`config.mk`:
```
export PLATFORM = sky130hd
export DESIGN_NAME = ahb_bridge_arbiter
export DESIGN_NICKNAME = d
export VERILOG_FILES = /design/src/rtl/ahb_bridge_arbiter_pkg.sv /design/src/rtl/ahb_bridge_arbiter.sv
export SDC_FILE = /design/constraint.sdc
export NUM_CORES = 1
export LEC_CHECK = 0
export ABC_AREA = 1
export BUFFER_PORTS_ARGS = -buffer_cell sky130_fd_sc_hd__buf_2
export CAP_MARGIN = 30
export CORE_AREA = 2 2 107 109
export DETAILED_ROUTE_END_ITERATION = 8
export DIE_AREA = 0 0 109 111
export PLACE_DENSITY_LB_ADDON = 0.15
export SLEW_MARGIN = 30
export SYNTH_ARGS = -nofsm -noshare
export SYNTH_HDL_FRONTEND = slang
export SYNTH_SLANG_ARGS = --single-unit
```
`constraint.sdc`:
```
create_clock -name clk -period 3.7 [get_ports clk]
set_input_delay 0.185 -clock clk [delete_from_list [all_inputs] [get_ports clk]]
set_output_delay 0.185 -clock clk [all_outputs]
set_load 0.01 [all_outputs]
```
`src/rtl/ahb_bridge_arbiter_pkg.sv`:
```
// Shared types for the two-master AHB arbiter in front of the APB bridge.
// Transfer/response encodings and master index helpers.
package ahb_arb_pkg;

  typedef enum logic [1:0] {
    IDLE   = 2'b00,
    BUSY   = 2'b01,
    NONSEQ = 2'b10,
    SEQ    = 2'b11
  } htrans_t;

  typedef enum logic [1:0] {
    OKAY  = 2'b00,
    ERROR = 2'b01
  } hresp_t;

  typedef logic mst_id_t;

  localparam mst_id_t M0 = 1'b0;
  localparam mst_id_t M1 = 1'b1;

  function automatic logic is_active(
    input logic [1:0] trans
  );
    return trans[1];
  endfunction

  function automatic mst_id_t other(
    input mst_id_t id
  );
    return ~id;
  endfunction

endpackage

```
`src/rtl/ahb_bridge_arbiter.sv`:
```
// Two-master AHB arbiter sharing one AHB-to-APB bridge.
// Registered grant, separate address/data ownership, beat-limited bursts.
module ahb_bridge_arbiter
  import ahb_arb_pkg::*;
#(
  parameter int unsigned MAX_BURST = 16
) (
  input  logic        clk,
  input  logic        rst,

  input  logic        m0_Hbusreq,
  input  logic [31:0] m0_Haddr,
  input  logic [1:0]  m0_Htrans,
  input  logic        m0_Hwrite,
  input  logic [31:0] m0_Hwdata,
  output logic        m0_Hgrant,

  input  logic        m1_Hbusreq,
  input  logic [31:0] m1_Haddr,
  input  logic [1:0]  m1_Htrans,
  input  logic        m1_Hwrite,
  input  logic [31:0] m1_Hwdata,
  output logic        m1_Hgrant,

  output logic        Hready_m,
  output logic [1:0]  Hresp_m,
  output logic [31:0] Hrdata_m,

  output logic [31:0] Haddr,
  output logic [1:0]  Htrans,
  output logic        Hwrite,
  output logic [31:0] Hwdata,
  output logic        Hreadyin,

  input  logic        Hreadyout,
  input  logic [1:0]  Hresp,
  input  logic [31:0] Hrdata
);

  localparam logic [7:0] CNT_MAX = 8'(MAX_BURST);

  mst_id_t    grant_q, grant_d;
  mst_id_t    addr_own_q, addr_own_d;
  mst_id_t    data_own_q, data_own_d;
  mst_id_t    last_win_q, last_win_d;
  logic [7:0] beat_cnt_q, beat_cnt_d;

  logic       own_req;
  logic       oth_req;
  logic [1:0] own_trans;
  logic       burst_full;
  logic       switch_en;

  always_comb begin
    own_req    = (grant_q == M1) ? m1_Hbusreq : m0_Hbusreq;
    oth_req    = (grant_q == M1) ? m0_Hbusreq : m1_Hbusreq;
    own_trans  = (grant_q == M1) ? m1_Htrans  : m0_Htrans;
    burst_full = (beat_cnt_q == CNT_MAX);
    // With two masters the round-robin winner is always the non-holder.
    switch_en  = Hreadyout && oth_req
                 && (!own_req || burst_full);
  end

  always_comb begin
    grant_d    = grant_q;
    addr_own_d = addr_own_q;
    data_own_d = data_own_q;
    last_win_d = last_win_q;
    beat_cnt_d = beat_cnt_q;

    if (Hreadyout) begin
      addr_own_d = grant_q;
      data_own_d = addr_own_q;
    end

    if (switch_en) begin
      grant_d    = other(grant_q);
      last_win_d = other(grant_q);
      beat_cnt_d = '0;
    end else if (Hreadyout && is_active(own_trans)
                 && !burst_full) begin
      beat_cnt_d = beat_cnt_q + 8'd1;
    end
  end

  always_ff @(posedge clk or negedge rst) begin
    if (!rst) begin
      grant_q    <= M0;
      addr_own_q <= M0;
      data_own_q <= M0;
      last_win_q <= M1;
      beat_cnt_q <= '0;
    end else begin
      grant_q    <= grant_d;
      addr_own_q <= addr_own_d;
      data_own_q <= data_own_d;
      last_win_q <= last_win_d;
      beat_cnt_q <= beat_cnt_d;
    end
  end

  always_comb begin
    m0_Hgrant = (grant_q == M0);
    m1_Hgrant = (grant_q == M1);

    Haddr  = m0_Haddr;
    Htrans = m0_Htrans;
    Hwrite = m0_Hwrite;
    unique case (1'b1)
      (addr_own_q == M1): begin
        Haddr  = m1_Haddr;
        Htrans = m1_Htrans;
        Hwrite = m1_Hwrite;
      end
      default: ;
    endcase
    // Reset is asynchronous, so the bus must be idled combinationally.
    if (!rst) Htrans = IDLE;

    Hwdata = (data_own_q == M1) ? m1_Hwdata : m0_Hwdata;

    Hreadyin = Hreadyout;
    Hready_m = Hreadyout;
    Hresp_m  = Hresp;
    Hrdata_m = Hrdata;
  end

endmodule

```
==> run metrics, run 1 <==
Via density=3.83; total core area=0.0111 mm2; Startpoint Class=flip-flop; antenna violations before repair=0; critical-path cell list=buf_4 > inv_2 > nand2_1 > nand2_1 > buf_2; hold crit path type=input port to flip-flop; starting density of the core=16.1%; Hold Startpoint=Hreadyout; Sw Pwr=661 uW; Synth cell types=20; critical path endpoint category=primary output; ys flop type=dfrtp_1; Clock Tree Buf Depth=2; P_int=640 uW; Final Max Slew Viols=0; placement row count=39; sequential share of power=13.1%; dpl ws=1.78 ns; CTS resizes=0; max-cap viol count=0; LEAKAGE=0.00186 uW; first-pass GRT wire length=11300 um; PortBufs=209; clk slew on worst S/H paths=0.04 ns; #FFs+latches synth=11; minimum clock period=1.84 ns; Final Setup Violations=0; cts bufs inserted=3; worst clock skew=0.00214 ns; unrepaired setup endpoints after global routing=false; Detail Route Antenna Nets=0; drt wl/cell=11.7 um; Net Sw Frac=50.8%; vias in the first global route=2310; Gate power share=71.6%; Initial DRC Count=77; period utilisation layout=49.6%; CP max stage cell=inv_2; Critical Path RT=3.51 ns; Clock Power Share=15.3%; GPL Wtd Cong=0.856; CP Class=flip-flop to primary output; sequential element share of the synthesized area=15.4%; Syn Nets=528; synthesized cell area=0.00179 mm2; Post-Route Utilization=25.0%; TritonCTS clock tree=done; GR Util All Layers=11.8%; Syn Inst Count=353; # IOs=278; Cell Pwr Density=470 mW/mm2; NumNets Final=694; H-tree levels=1; fraction of layout cells with a size suffix above 1=43.4%; critical path arrival=1.65 ns; Syn. warnings=0; synth-to-layout area growth=55.2%; commonest non-fill, non-tap cell in the layout=nand2_1; Critical Path Source=data_own_q; PnR worst setup slack=1.86 ns; Die Ht=111 um; fraction of registers with async set or reset after synthesis=100%; worst hold slack=0.278 ns; clk sinks=11; Clock Root Buffer=clkbuf_16; Worst-Margin Slew=0.549 ns; vias after detailed routing=2531; Fin Setup TNS=0 ns; Final Hold Fails=0; max_slew headroom=63.4%; residual DRC count=0; Worst path most repeated cell=nand2_1; antenna diode count=0; largest net degree at the start of global routing=37; hpwl dp=6420 um; Syn Area/Cell=5.06 um2; GRT overflow=0; Die X=109 um; Post-synth EDFFs=0; CP max stage delay=0.43 ns; number of detailed-route iterations in the first pass=4; origin of the critical flop-to-flop path=beat_cnt_q[0]; placed inst area=0.00268 mm2; Highest Clock Rate=0.545 GHz; status=completed; maximum VDD drop=0.144 mV; most frequent cells in the layout=nand2_1 (219), buf_2 (209), nor2_1 (20); Total Wirelength=7760 um; Skew-Pair Late Insertion Delay=0.24 ns; die area=0.0121 mm2; CP max FO=33; post-route cell area=0.00277 mm2
-- flip-flops by register name, indices dropped and copies added (netlist names) --
register	count
beat_cnt_q	8
m1_Hgrant	1
data_own_q	1
addr_own_q	1
-- worst max-delay path: cells and delay by family (launching register included) --
family / cells / cell delay [ns]
flops: 1 / 0.35
buf+inv: 3 / 0.82
simple gates: 2 / 0.23
-- metal layers --
metal | part of all wire [%] | up-vias | track usage [%]
met4 | 1.9 | 0 | 3.42
met5 | 0 | - | 0
met3 | 7.9 | 17 | 2.12
met1 | 40 | 1066 | 13.8
li1 | - | 1351 | -
met2 | 50 | 97 | 21.4
-- metrics by stage --
step                power, uW  std cells
finish                   1300        661
global route             1450        661
CTS                      1330        661
detailed placement       1120        656
global placement         1120        656
floorplan                 768        353
-- worst paths after layout --
check                                 to  slack (ns)  cells after the start
setup reg to reg           beat_cnt_q[3]        2.22                      9
hold reg to reg            beat_cnt_q[7]        0.54                      2
setup / recovery              Hwdata[19]        1.86                      5
hold / removal                addr_own_q        0.28                      2
min in group asynchronous  beat_cnt_q[2]        0.37                      2
max in group asynchronous     data_own_q        3.09                      2
-- layout make-up --
cell class / instances / area [um2]
timing repair buffer: 212 / 1070
tap: 143 / 179
multi-input combinational: 274 / 1100
clock buffer: 4 / 78.8
sequential: 11 / 275
fill: 1294 / 8310
inverter: 17 / 63.8
-- timing repair --
action	CTS	global route
hold endpoints to repair	11	0
hold buffers	1	0
buffers inserted	0	0
-- cell usage after synthesis, types with 2 or more instances --
cell type  count  area share (%)
dfrtp_1       11              15
nand3_1       19             5.3
buf_4         36              15
ha_1           2             1.4
nor2_1        20             4.2
inv_1         12             2.5
nand2_1      219              46
nand2_2        3             1.1
buf_2          5             1.4
inv_2          4            0.84
o21ai_0        5             1.4
nor3_1         2            0.56
clkbuf_1       8             1.7
-- power by group through the flow --
stage	Clock [uW]	Combinational [uW]	Sequential, uW
2_1_floorplan	0	599	169
3_3_place_gp	0	951	173
3_5_place_dp	0	950	174
4_1_cts	206	953	172
5_1_grt	213	1050	177
6_report	199	932	171
-- cell families (layout without fill, tap and decap cells) --
| logic type | count (synthesis) | after routing | share of synthesized area [%] |
|---|---|---|---|
| AO/OA/AOI/OAI | 6 | 6 | 1.68 |
| XOR/XNOR | 1 | 1 | 0.491 |
| adder cells (fa/ha/maj) | 2 | 2 | 1.40 |
| buffers and inverters | 68 | 233 | 22.8 |
| flip-flops | 11 | 11 | 15.4 |
| AND/OR/NAND/NOR | 265 | 265 | 58.2 |
(Power assumes the default switching activity.)
==> run 2: changes to the inputs <==
--- a/config.mk
+++ b/config.mk
@@ -5,7 +5,7 @@
 export SDC_FILE = /design/constraint.sdc
 export NUM_CORES = 1
 export LEC_CHECK = 0
-export ABC_AREA = 1
+export ABC_AREA = 0
 export BUFFER_PORTS_ARGS = -buffer_cell sky130_fd_sc_hd__buf_2
 export CAP_MARGIN = 30
 export CORE_AREA = 2 2 107 109
==> constraint.sdc (replaced) <==
create_clock -name clk -period 1.7 [get_ports clk]
set_input_delay 0.085 -clock clk [delete_from_list [all_inputs] [get_ports clk]]
set_output_delay 0.085 -clock clk [all_outputs]
set_load 0.01 [all_outputs]
==> run 2 against run 1 <==
Compared with the run above: setup slack got worse by 1.7 ns; design area decreased by 0.27%; utilization decreased by 0.068 points; sequential power increased by 130%; via count decreased by 26%; largest power group unchanged.
==> run metrics, run 2 <==
most frequent cells in the layout=buf_2 (209), mux2_2 (67), dfrtp_1 (11); first-pass GRT wire length=9050 um; drt wl/cell=13.4 um; synthesized cell area=0.00167 mm2; Cell Pwr Density=1150 mW/mm2; vias in the first global route=1812; CP max stage delay=0.40 ns; antenna violations before repair=0; Initial DRC Count=42; Clock Root Buffer=clkbuf_16; largest net degree at the start of global routing=38; Post-synth EDFFs=0; #FFs+latches synth=11; P_int=1920 uW; LEAKAGE=0.00144 uW; Worst-Margin Slew=0.559 ns; sequential share of power=12.3%; CTS resizes=0; placement row count=39; status=completed; Die Ht=111 um; Critical Path RT=1.86 ns; fillers=1220; commonest cells in the netlist=mux2_2 (67), buf_4 (36), dfrtp_1 (11); Total Wirelength=6550 um; fraction of layout cells with a size suffix above 1=83.8%; max reg flops=8; CP max FO=5; commonest non-fill, non-tap cell in the layout=buf_2; Syn Area/Cell=9.95 um2; worst clock skew=0.00159 ns; Critical path buffers and inverters=1; period utilisation layout=93.2%; top-count cell post-synth=mux2_2; GRT overflow=0; Startpoint Class=flip-flop; starting density of the core=15.1%; vias after detailed routing=1884; origin of the critical flop-to-flop path=beat_cnt_q[5]; Syn Inst Count=168; TritonCTS clock tree=done; Fin Setup TNS=0 ns; Skew-Pair Late Insertion Delay=0.24 ns; hpwl dp=5720 um; Highest Clock Rate=0.631 GHz; sequential element share of the synthesized area=16.5%; Net Sw Frac=39.4%; Syn Nets=343; fraction of registers with async set or reset after synthesis=100%; Detail Route Antenna Nets=0; Final Setup Violations=0; minimum clock period=1.58 ns; top-area cell type share of the netlist area=45.1%; Sw Pwr=1250 uW; critical path endpoint category=flip-flop; Critical Path Source=beat_cnt_q[5]; residual DRC count=0; Via density=3.86; die area=0.0121 mm2; clk sinks=11; CP top delay family=simple AND/OR/NAND/NOR gates; max_slew headroom=61.7%; dpl ws=0.112 ns; Clock Tree Buf Depth=2; cts bufs inserted=3; unrepaired setup endpoints after global routing=false; synth top area cells=mux2_2 (45%), dfrtp_1 (16%), buf_4 (16%); PnR worst setup slack=0.116 ns; FF+latch area=275 um2; Clock Power Share=13.7%; NumNets Final=521; Synth cell types=24; critical path arrival=1.75 ns; number of detailed-route iterations in the first pass=4; H-tree levels=1; Final Max Slew Viols=0; Syn. warnings=0; antenna diode count=0; # IOs=278; footprint of the multi-input gates=0.00108 mm2; CP Class=flip-flop to flip-flop; Final Hold Fails=0; max-cap viol count=0; synth-to-layout area growth=65.3%; largest area contributor in the netlist=mux2_2; maximum VDD drop=0.357 mV; CP max stage cell=dfrtp_1; hold crit path type=input port to primary output; Die X=109 um; critical-path cell list=nor4b_4 > nand3_2 > a311oi_4 > buf_4 > xnor2_1; clk slew on worst S/H paths=0.04 ns; Biggest register=beat_cnt_q; Gate power share=74.0%; total core area=0.0111 mm2; GPL Wtd Cong=0.804; PortBufs=209; ys flop type=dfrtp_1; Hold Startpoint=Hrdata[25]; GR Util All Layers=9.74%
## run 2: cell types whose count changed in the layout (fill, tap and decap cells not counted), moves of 7 or more
cell / change
nor2_1: -12
nand2_1: -216
nand3_1: -16
mux2_2: +67
inv_1: -7
## run 2: cell families after synthesis
logic type | Yosys count | synth area share [%]
flip-flops | 11 | 16.5
XOR/XNOR | 7 | 3.67
multiplexers | 71 | 47.5
adder cells (fa/ha/maj) | 2 | 1.50
AND/OR/NAND/NOR | 24 | 8.61
AO/OA/AOI/OAI | 5 | 3.37
buffers and inverters | 48 | 18.9
## run 2: area by class of cell
type | instances | share of cell area (%)
repair buffers | 217 | 41.0
inverters | 4 | 0.543
clock buffers | 4 | 2.85
multi-input cells | 109 | 39.1
well taps | 143 | 6.48
flip-flops and latches | 11 | 9.96
## run 2: worst paths after layout
path | cells after the start | end | slack (ns)
max | 5 | m1_Hgrant | 0.12
min | 0 | Hrdata_m[25] | 0.17
max reg2reg | 5 | m1_Hgrant | 0.12
min reg2reg | 2 | beat_cnt_q[1] | 0.56
max in group asynchronous | 3 | addr_own_q | 1.17
min in group asynchronous | 3 | beat_cnt_q[1] | 0.38
## run 2: repair_timing
item	4_1_cts	5_1_grt
buffers inserted	0	0
hold endpoints to repair	11	0
hold buffers	1	0
## run 2: metrics by stage
stage	utilization (%)	instance area [um2]	cells	hold slack [ns]	total power (uW)
4_1_cts	24.9	2760	488	0.170	3230
5_1_grt	24.9	2760	488	0.170	3400
6_report	24.9	2760	488	0.170	3160
3_5_place_dp	24.1	2670	483	0.117	2770
3_3_place_gp	24.1	2670	483	0.115	2770
2_1_floorplan	-	1670	168	-0.211	1940
## run 2: layer usage
| metal | GRT usage [%] | wire, um | vias up |
|---|---|---|---|
| met4 | 2.99 | 92 | 0 |
| met2 | 18.2 | 3420 | 88 |
| met5 | 0 | 0 | - |
| met3 | 2.35 | 619 | 17 |
| met1 | 10.5 | 2410 | 864 |
| li1 | - | - | 915 |
## run 2: power by group through the flow
stage	Sequential, uW	Combinational [uW]	Clock [uW]
after floorplan	386	1550	0
after global placement	391	2380	0
after detailed placement	392	2380	0
after CTS	389	2390	447
after global routing	399	2540	458
final	389	2340	435
